--- config.mk ---
export PLATFORM = sky130hd
export DESIGN_NAME = uart_tx_scheduler
export DESIGN_NICKNAME = d
export VERILOG_FILES = /design/src/rtl/uart_tx_scheduler.sv
export SDC_FILE = /design/constraint.sdc
export NUM_CORES = 1
export LEC_CHECK = 0
export ABC_AREA = 1
export BUFFER_PORTS_ARGS = -buffer_cell sky130_fd_sc_hd__buf_4
export CAP_MARGIN = 20
export CORE_MARGIN = 4
export CORE_UTILIZATION = 35
export CTS_CLUSTER_DIAMETER = 30
export CTS_CLUSTER_SIZE = 40
export DETAILED_ROUTE_END_ITERATION = 6
export SLEW_MARGIN = 0
export SYNTH_ARGS = -nofsm -noshare
export SYNTH_HDL_FRONTEND = slang
export SYNTH_SLANG_ARGS = --single-unit
--- constraint.sdc ---
create_clock -name clock_i -period 3.32 [get_ports clock_i]
set_clock_uncertainty 0.2 [all_clocks]
set_input_delay 0.166 -clock clock_i [delete_from_list [all_inputs] [get_ports clock_i]]
set_output_delay 0.166 -clock clock_i [all_outputs]
set_load 0.005 [all_outputs]
--- src/rtl/uart_tx_scheduler.sv ---
`default_nettype none
// +----------------------------------------------------------------------------+
// | uart_tx_scheduler : round-robin byte scheduler for nonce frames and status |
// | bytes toward a UART din/wr_en/tx_busy port.            Revision: 1.0       |
// +----------------------------------------------------------------------------+
module uart_tx_scheduler #(
  parameter logic [7:0]  SOF_BYTE     = 8'hAA,
  parameter int unsigned NONCE_BYTES  = 4,
  parameter int unsigned BUSY_TIMEOUT = 16
) (
  input  logic        clock_i,
  input  logic        reset_i,
  input  logic        nonce_valid_i,
  input  logic [31:0] nonce_in_i,
  input  logic        status_valid_i,
  input  logic [7:0]  status_in_i,
  input  logic        tx_busy_i,
  output logic [7:0]  tx_data_o,
  output logic        tx_wr_en_o,
  output logic        sched_busy_o,
  output logic        nonce_done_o,
  output logic        status_done_o,
  output logic        overrun_o
);

  typedef enum logic [1:0] {
    S_IDLE    = 2'd0,
    S_STROBE  = 2'd1,
    S_WAIT_HI = 2'd2,
    S_WAIT_LO = 2'd3
  } state_e;

  localparam logic [2:0] c_nonce_cnt = 3'(NONCE_BYTES + 1);
  localparam logic [7:0] c_tmo_last  = 8'(BUSY_TIMEOUT - 1);

  state_e      state_q;
  logic        last_grant_nonce_q;
  logic [31:0] shift_q;
  logic [2:0]  byte_cnt_q;
  logic [7:0]  tmo_cnt_q;
  logic [7:0]  tx_data_q;
  logic        tx_wr_en_q;
  logic        nonce_done_q;
  logic        status_done_q;

  logic        nonce_pend_q, nonce_pend_d;
  logic [31:0] nonce_hold_q, nonce_hold_d;
  logic        status_pend_q, status_pend_d;
  logic [7:0]  status_hold_q, status_hold_d;
  logic        overrun_q, overrun_d;

  logic        grant_nonce;
  logic        grant_status;

  // A tie goes to the requester that did not win last time.
  always_comb begin
    grant_nonce  = 1'b0;
    grant_status = 1'b0;
    if (state_q == S_IDLE && !tx_busy_i) begin
      if (nonce_pend_q && (!status_pend_q || !last_grant_nonce_q)) begin
        grant_nonce = 1'b1;
      end else if (status_pend_q) begin
        grant_status = 1'b1;
      end
    end
  end

  always_comb begin
    nonce_pend_d  = nonce_pend_q;
    nonce_hold_d  = nonce_hold_q;
    status_pend_d = status_pend_q;
    status_hold_d = status_hold_q;
    overrun_d     = overrun_q;
    if (grant_nonce)  nonce_pend_d  = 1'b0;
    if (grant_status) status_pend_d = 1'b0;
    // A request landing on the very cycle its predecessor is granted is not lost.
    if (nonce_valid_i) begin
      nonce_hold_d = nonce_in_i;
      nonce_pend_d = 1'b1;
      if (nonce_pend_q && !grant_nonce) overrun_d = 1'b1;
    end
    if (status_valid_i) begin
      status_hold_d = status_in_i;
      status_pend_d = 1'b1;
      if (status_pend_q && !grant_status) overrun_d = 1'b1;
    end
  end

  always_ff @(posedge clock_i or posedge reset_i) begin
    if (reset_i) begin
      nonce_pend_q  <= 1'b0;
      nonce_hold_q  <= 32'h0;
      status_pend_q <= 1'b0;
      status_hold_q <= 8'h0;
      overrun_q     <= 1'b0;
    end else begin
      nonce_pend_q  <= nonce_pend_d;
      nonce_hold_q  <= nonce_hold_d;
      status_pend_q <= status_pend_d;
      status_hold_q <= status_hold_d;
      overrun_q     <= overrun_d;
    end
  end

  always_ff @(posedge clock_i or posedge reset_i) begin
    if (reset_i) begin
      state_q            <= S_IDLE;
      last_grant_nonce_q <= 1'b0;
      shift_q            <= 32'h0;
      byte_cnt_q         <= 3'd0;
      tmo_cnt_q          <= 8'd0;
      tx_data_q          <= 8'h0;
      tx_wr_en_q         <= 1'b0;
      nonce_done_q       <= 1'b0;
      status_done_q      <= 1'b0;
    end else begin
      tx_wr_en_q    <= 1'b0;
      nonce_done_q  <= 1'b0;
      status_done_q <= 1'b0;
      case (state_q)
        S_IDLE: begin
          if (grant_nonce) begin
            last_grant_nonce_q <= 1'b1;
            shift_q            <= nonce_hold_q;
            byte_cnt_q         <= c_nonce_cnt;
            tx_data_q          <= SOF_BYTE;
            tx_wr_en_q         <= 1'b1;
            state_q            <= S_STROBE;
          end else if (grant_status) begin
            last_grant_nonce_q <= 1'b0;
            shift_q            <= 32'h0;
            byte_cnt_q         <= 3'd1;
            tx_data_q          <= status_hold_q;
            tx_wr_en_q         <= 1'b1;
            state_q            <= S_STROBE;
          end
        end
        S_STROBE: begin
          tmo_cnt_q <= 8'd0;
          state_q   <= S_WAIT_HI;
        end
        S_WAIT_HI: begin
          // A UART that never raises busy is assumed to have taken the byte.
          if (tx_busy_i || tmo_cnt_q == c_tmo_last) begin
            state_q <= S_WAIT_LO;
          end else begin
            tmo_cnt_q <= tmo_cnt_q + 8'd1;
          end
        end
        S_WAIT_LO: begin
          if (!tx_busy_i) begin
            byte_cnt_q <= byte_cnt_q - 3'd1;
            if (byte_cnt_q == 3'd1) begin
              nonce_done_q  <= last_grant_nonce_q;
              status_done_q <= !last_grant_nonce_q;
              state_q       <= S_IDLE;
            end else begin
              tx_data_q  <= shift_q[31:24];
              shift_q    <= {shift_q[23:0], 8'h00};
              tx_wr_en_q <= 1'b1;
              state_q    <= S_STROBE;
            end
          end
        end
        default: state_q <= S_IDLE;
      endcase
    end
  end

  assign tx_data_o     = tx_data_q;
  assign tx_wr_en_o    = tx_wr_en_q;
  assign sched_busy_o  = (state_q != S_IDLE);
  assign nonce_done_o  = nonce_done_q;
  assign status_done_o = status_done_q;
  assign overrun_o     = overrun_q;

endmodule
`default_nettype wire

==> results of run 1 <==
## layer usage
layer | wire [um] | GRT usage | vias up
met5 | 0 | 0 | -
met4 | 178 | 0.0497 | 0
met3 | 341 | 0.0336 | 18
met2 | 5320 | 0.277 | 67
met1 | 4890 | 0.196 | 1831
li1 | - | - | 2004
## where the power goes
part           leakage (nW)  internal (mW)  switching, mW  total [mW]
clock network         0.169          0.757          0.447        1.20
logic                  1.75          0.508          0.907        1.41
registers              1.28           1.53          0.195        1.73
## tightest hold or removal path: cells and delay by family
kind	cells	cell delay [ns]
AND/OR/NAND/NOR	1	0.09
buffers and inverters	2	0.30
## sequential cells by signal, summed over array words and instances, names as in the netlist, 2 cells and up
signal         flops
nonce_hold_q      32
shift_q           32
status_hold_q      8
tmo_cnt_q          8
tx_data_o          8
byte_cnt_q         3
state_q            2
## cell type report
class,instances,area [sq um]
timing repair buffer,117,1020
multi-input combinational,414,1820
clock buffer,10,239
fill,1194,6710
clock inverter,6,111
tap,172,215
inverter,42,163
sequential,100,2500
## final timing paths
path | start | endpoint | slack [ns] | depth (start not counted)
max | state_q[1]$_DFFE_PP0P_ | tx_data_o[3]$_DFFE_PP0P_ | 0.96 | 7
min | status_valid_i | status_pend_q$_DFFE_PP0P_ | 0.05 | 3
max reg2reg | state_q[1]$_DFFE_PP0P_ | tx_data_o[3]$_DFFE_PP0P_ | 0.96 | 7
min reg2reg | nonce_hold_q[15]$_DFFE_PP0P_ | nonce_hold_q[15]$_DFFE_PP0P_ | 0.28 | 2
max in group asynchronous | reset_i | nonce_hold_q[10]$_DFFE_PP0P_ | 1.85 | 4
min in group asynchronous | reset_i | status_hold_q[6]$_DFFE_PP0P_ | 0.29 | 3
## cell families (layout without fill, tap and decap cells)
kind of cell / after synthesis / count (layout) / share of synthesized area
compound gates: 51 / 51 / 0.0578
xor+xnor: 3 / 3 / 0.00570
fa+ha+maj: 8 / 8 / 0.0217
buf+inv: 67 / 175 / 0.0624
flops: 100 / 100 / 0.543
simple gates: 352 / 352 / 0.309
## through the flow
stage          power [mW]  utilization  setup slack [ns]
6_report             4.35        0.475             0.957
5_1_grt              4.70        0.475             0.688
4_1_cts              4.39        0.475             0.934
3_5_place_dp         3.12        0.404             0.955
3_3_place_gp         3.07        0.404              1.03
2_1_floorplan        2.76            -             0.335
## cell usage in the layout, fill, tap and decap left out
cell           Yosys  layout
nand2_2            2       2
nor2_4             1       1
o21ai_0           40      40
clkinvlp_4         0       1
nor3_1             2       2
inv_1             40      39
buf_4              2      62
dfrtp_1          100     100
nor2_1            17      17
nand3_1           33      33
xor2_1             1       1
nand2_4            1       1
a21oi_1            2       2
clkinv_4           0       1
o21ai_2            1       1
o211ai_1           1       1
xnor2_1            2       2
nand3_4            2       2
inv_2              1       1
or2_2              1       1
clkinv_2           0       1
a31oi_1            1       1
bufinv_16          0       3
ha_1               8       8
clkbuf_8           0       1
o21ai_1            5       5
nor3b_1            1       1
clkbuf_16          0       9
inv_4              1       2
dlygate4sd3_1      0      55
nand4_1            3       3
a31o_2             1       1
nand2_1          289     289
## repair_timing
action                     CTS  global route
hold endpoints to repair    95             0
hold buffers                55             0
setup endpoints to repair    0             0
resized for setup            0             0
buffers inserted             0             0
==> impl_metrics.tcl, run 1 <==
set metrics [dict create \
    status "finished clean" \
    slew_violations 0 \
    grt_pass1_wl_um 19000 \
    cp-end-kind "flip-flop" \
    tritoncts "built" \
    tightest_slew_ns 0.668 \
    clk_pin_slew_ns 0.07 \
    final.setup.tns_ns 0 \
    die_y_um 123 \
    die_w_um 123 \
    grt_pass1_vias 4145 \
    portBuffers 57 \
    netlist_area_sq_um 4610 \
    crit_family "simple AND/OR/NAND/NOR gates" \
    synth.avg_cell_area_sq_um 7.93 \
    cpMaxStageDelayCell "nand2_1" \
    core_sq_um 12800 \
    cp-start-kind "flip-flop" \
    overflow 0 \
    antenna_found_initial 0 \
    worst-path-buf-inv 2 \
    synth_edf_count 0 \
    max_freq_mhz 423 \
    boundaryPins 58 \
    max_stage_delay_ns 0.49 \
    fin_worst_hold_slack_ns 0.0539 \
    cts_root_buf "clkbuf_16" \
    p_leak_nw 3.20 \
    firstDrtPassIters 4 \
    drt_iter0_drc 197 \
    yosysTopAreaCellShare 0.543 \
    cap_violations 0 \
    finalSetupViolations 0 \
    drc 0 \
    synth_cell_types 31 \
    synth_top_flop_cell "dfrtp_1" \
    synthArstFlopShare 1.00 \
    layout-drive-gt1-share 0.131 \
    ys_seq_area_frac 0.543 \
    worstPathArrival_ns 2.40 \
    cts_buffers 9 \
    initial_core_util 0.361 \
    cts_htree_levels 3 \
    synth_most_common_cell "nand2_1" \
    powerDensity_nw_per_um2 716 \
    synth_area_leaders "dfrtp_1 (54%), nand2_1 (24%), o21ai_0 (4.3%)" \
    critPathKind "flip-flop to flip-flop" \
    rows 41 \
    postSynthRegisterBits 100 \
    numClockSinks 100 \
    cp_cell_sequence "ha_1 -> buf_4 -> inv_1 -> nand2_1 -> o21ai_0 -> nand2_1 -> nand2_1" \
    fin_nets 737 \
    vias 3920 \
    design_area_sq_um 6070 \
    dp.cells 790 \
    path_max_fanout 37 \
    hold_viol 0 \
    synth_common_cells "nand2_1 (289), dfrtp_1 (100), inv_1 (40), o21ai_0 (40), nand3_1 (33)" \
    insertion_delay_ns 0.34 \
    fin_cells 861 \
    wl_um 10700 \
    yosys_warnings 0 \
    crit_path_frequent_cell "nand2_1" \
    hold_class "input pin to flip-flop" \
    dieArea_sq_um 15100 \
    diodes 0 \
    yosys.area.top_type "dfrtp_1" \
    grt_usage 0.159 \
    fin_crit_sh 0.712 \
    ant_nets 0 \
    rsz0062_at_grt "no" \
    finalWeightedCongestion 0.790 \
    vdd_drop_max_mv 0.358 \
    syn2layout_area_growth_pct 31.6 \
    fin_crit_ns 2.36 \
    cp.required_ns 3.35 \
    hpwl_um 7060 \
    syn_inst 581 \
    dpl-instance-area_sq_um 5160 \
    grt_max_degree 56 \
    synth_nets 634 \
    max-slew-margin-rel 0.555 \
    clk_path_buf_depth 2 \
    viasPerCell 4.55 \
    post_drt_wl_per_cell_um 12.5 \
]
(Power assumes the default switching activity.)
==> run 2, diff against run 1 <==
Clock period 3.32 ns to 2 ns, I/O delays scaled along.
==> run 2 against run 1 <==
Compared with the run above:
- the run now ends with hold timing left
- sequential share of layout area fell by 1.9 points
- largest cell class unchanged
- final cell count increased by 3.5%
- combinational power increased by 94%
- flip-flop and latch count stayed put
==> impl_metrics.tcl, run 2 (synthesis results as in run 1) <==
set metrics [dict create \
    status "complete, but fails checks" \
    violations "hold timing" \
    die_w_um 123 \
    antenna_found_initial 0 \
    grt_pass1_vias 4132 \
    combinationalPowerShare 0.373 \
    boundaryPins 58 \
    reg.largest.list "nonce_hold_q x32, shift_q x32" \
    vdd_drop_max_mv 0.470 \
    rows 41 \
    final_common_cell "nand2_1" \
    p_int_mw 4.64 \
    hold_class "input pin to flip-flop" \
    path_max_fanout 1 \
    layout-drive-gt1-share 0.150 \
    hold_viol 7 \
    wl_um 10900 \
    cap_violations 0 \
    viasPerCell 4.57 \
    finalWeightedCongestion 0.871 \
    rsz0062_at_grt "no" \
    power_switching_mw 2.69 \
    die_y_um 123 \
    insertion_delay_ns 0.35 \
    initial_core_util 0.361 \
    cp-start-kind "input pin" \
    clkPwrFrac 0.236 \
    drt_iter0_drc 289 \
    critPathKind "input pin to flip-flop" \
    cp.required_ns 2.03 \
    fin_crit_ns 1.97 \
    powerDensity_nw_per_um2 1150 \
    core_sq_um 12800 \
    cpMaxStageDelayCell "dlygate4sd3_1" \
    post_drt_wl_per_cell_um 12.2 \
    clk_path_buf_depth 2 \
    fillCellCount 1218 \
    fin_crit_sh 0.984 \
    fin_worst_hold_slack_ns -0.0479 \
    max-slew-margin-rel 0.554 \
    cts_root_buf "clkbuf_16" \
    swShare 0.367 \
    grt_usage 0.156 \
    dpl-instance-area_sq_um 5250 \
    hpwl_um 7250 \
    grt_pass1_wl_um 18800 \
    firstDrtPassIters 4 \
    tightest_slew_ns 0.669 \
    numClockSinks 100 \
    drc 0 \
    cts_htree_levels 3 \
    slew_violations 0 \
    p_leak_nw 3.31 \
    fin_cells 891 \
    diodes 0 \
    dieArea_sq_um 15100 \
    final.setup.tns_ns 0 \
    dp.cells 796 \
    worstPathArrival_ns 2.00 \
    syn2layout_area_growth_pct 38.2 \
    max_freq_mhz 508 \
    p_seq_frac 0.391 \
    clk_pin_slew_ns 0.07 \
    tritoncts "built" \
    layout_common_cells "nand2_1 (289), dfrtp_1 (98), dlygate4sd3_1 (74), buf_4 (70), o21ai_0 (39)" \
    fin_nets 768 \
    grt_max_degree 45 \
    max_stage_delay_ns 0.56 \
    overflow 0 \
    ant_nets 0 \
    cts_buffers 9 \
    portBuffers 57 \
    cp_cell_sequence "dlygate4sd3_1 -> buf_4 -> nand2_1 -> dlygate4sd3_1 -> o21ai_0 -> dlygate4sd3_1" \
    cp-end-kind "flip-flop" \
    fin_total_pwr_mw 7.33 \
    vias 4068 \
    design_area_sq_um 6370 \
    crit_path_frequent_cell "dlygate4sd3_1" \
    finalSetupViolations 0 \
]
[run 2: path summary, 6_finish.rpt]
check	start	endpoint	slack, ns	cells after the start
max	nonce_in_i[31]	nonce_hold_q[31]$_DFFE_PP0P_	0.03	6
min	nonce_valid_i	nonce_hold_q[3]$_DFFE_PP0P_	-0.05	2
max in group asynchronous	reset_i	nonce_hold_q[17]$_DFFE_PP0P_	0.94	4
max reg2reg	state_q[0]$_DFFE_PP0P_	shift_q[1]$_DFFE_PP0P_	0.10	10
min in group asynchronous	reset_i	status_hold_q[7]$_DFFE_PP0P_	0.10	3
min reg2reg	nonce_hold_q[22]$_DFFE_PP0P_	nonce_hold_q[22]$_DFFE_PP0P_	0.28	2
[run 2: metrics by stage]
| stage | hold slack [ns] | worst slack [ns] | utilization |
|---|---|---|---|
| 2_1_floorplan | -0.0297 | 0.217 | - |
| 3_3_place_gp | -0.0781 | 0.114 | 0.411 |
| 3_5_place_dp | -0.0746 | 0.0507 | 0.411 |
| 4_1_cts | 0.101 | 0.0343 | 0.499 |
| 5_1_grt | 0.0217 | 0.00593 | 0.499 |
| 6_report | -0.0479 | 0.0327 | 0.499 |
[run 2: repair_timing]
action	CTS	global route
hold buffers	83	1
endpoints found under the hold margin	149	1
setup buffers	0	5
endpoints found under the setup margin	0	56
resized for setup	0	12
[run 2: layout make-up]
type / count / area, sq um / share of cell area
Clock buffer: 10 / 229 / 0.0359
Tap cell: 172 / 215 / 0.0338
Clock inverter: 5 / 61.3 / 0.00962
Inverter: 42 / 166 / 0.0261
Multi-Input combinational cell: 414 / 1840 / 0.289
Sequential cell: 100 / 2500 / 0.393
Timing Repair Buffer: 148 / 1350 / 0.212
[run 2: power groups by stage]
stage | Combinational, mW | Sequential, mW | Clock [mW]
2_1_floorplan | 1.76 | 2.82 | 0
3_3_place_gp | 2.33 | 2.88 | 0
3_5_place_dp | 2.39 | 2.89 | 0
4_1_cts | 2.54 | 2.86 | 1.77
5_1_grt | 3.11 | 2.92 | 1.85
6_report | 2.73 | 2.86 | 1.73
[run 2: per-layer routing]
layer / routed length [um] / share of wire / vias up / global-route usage
met5: 0 / 0 / - / 0
li1: - / - / 2069 / -
met4: 127 / 0.012 / 0 / 0.0364
met2: 5330 / 0.49 / 68 / 0.270
met3: 418 / 0.038 / 12 / 0.0396
met1: 5000 / 0.46 / 1919 / 0.195
[run 2: worst max-delay path, delay by kind of cell]
family | cells | cell delay (ns)
buf+inv | 4 | 1.76
compound gates | 1 | 0.08
simple gates | 1 | 0.05
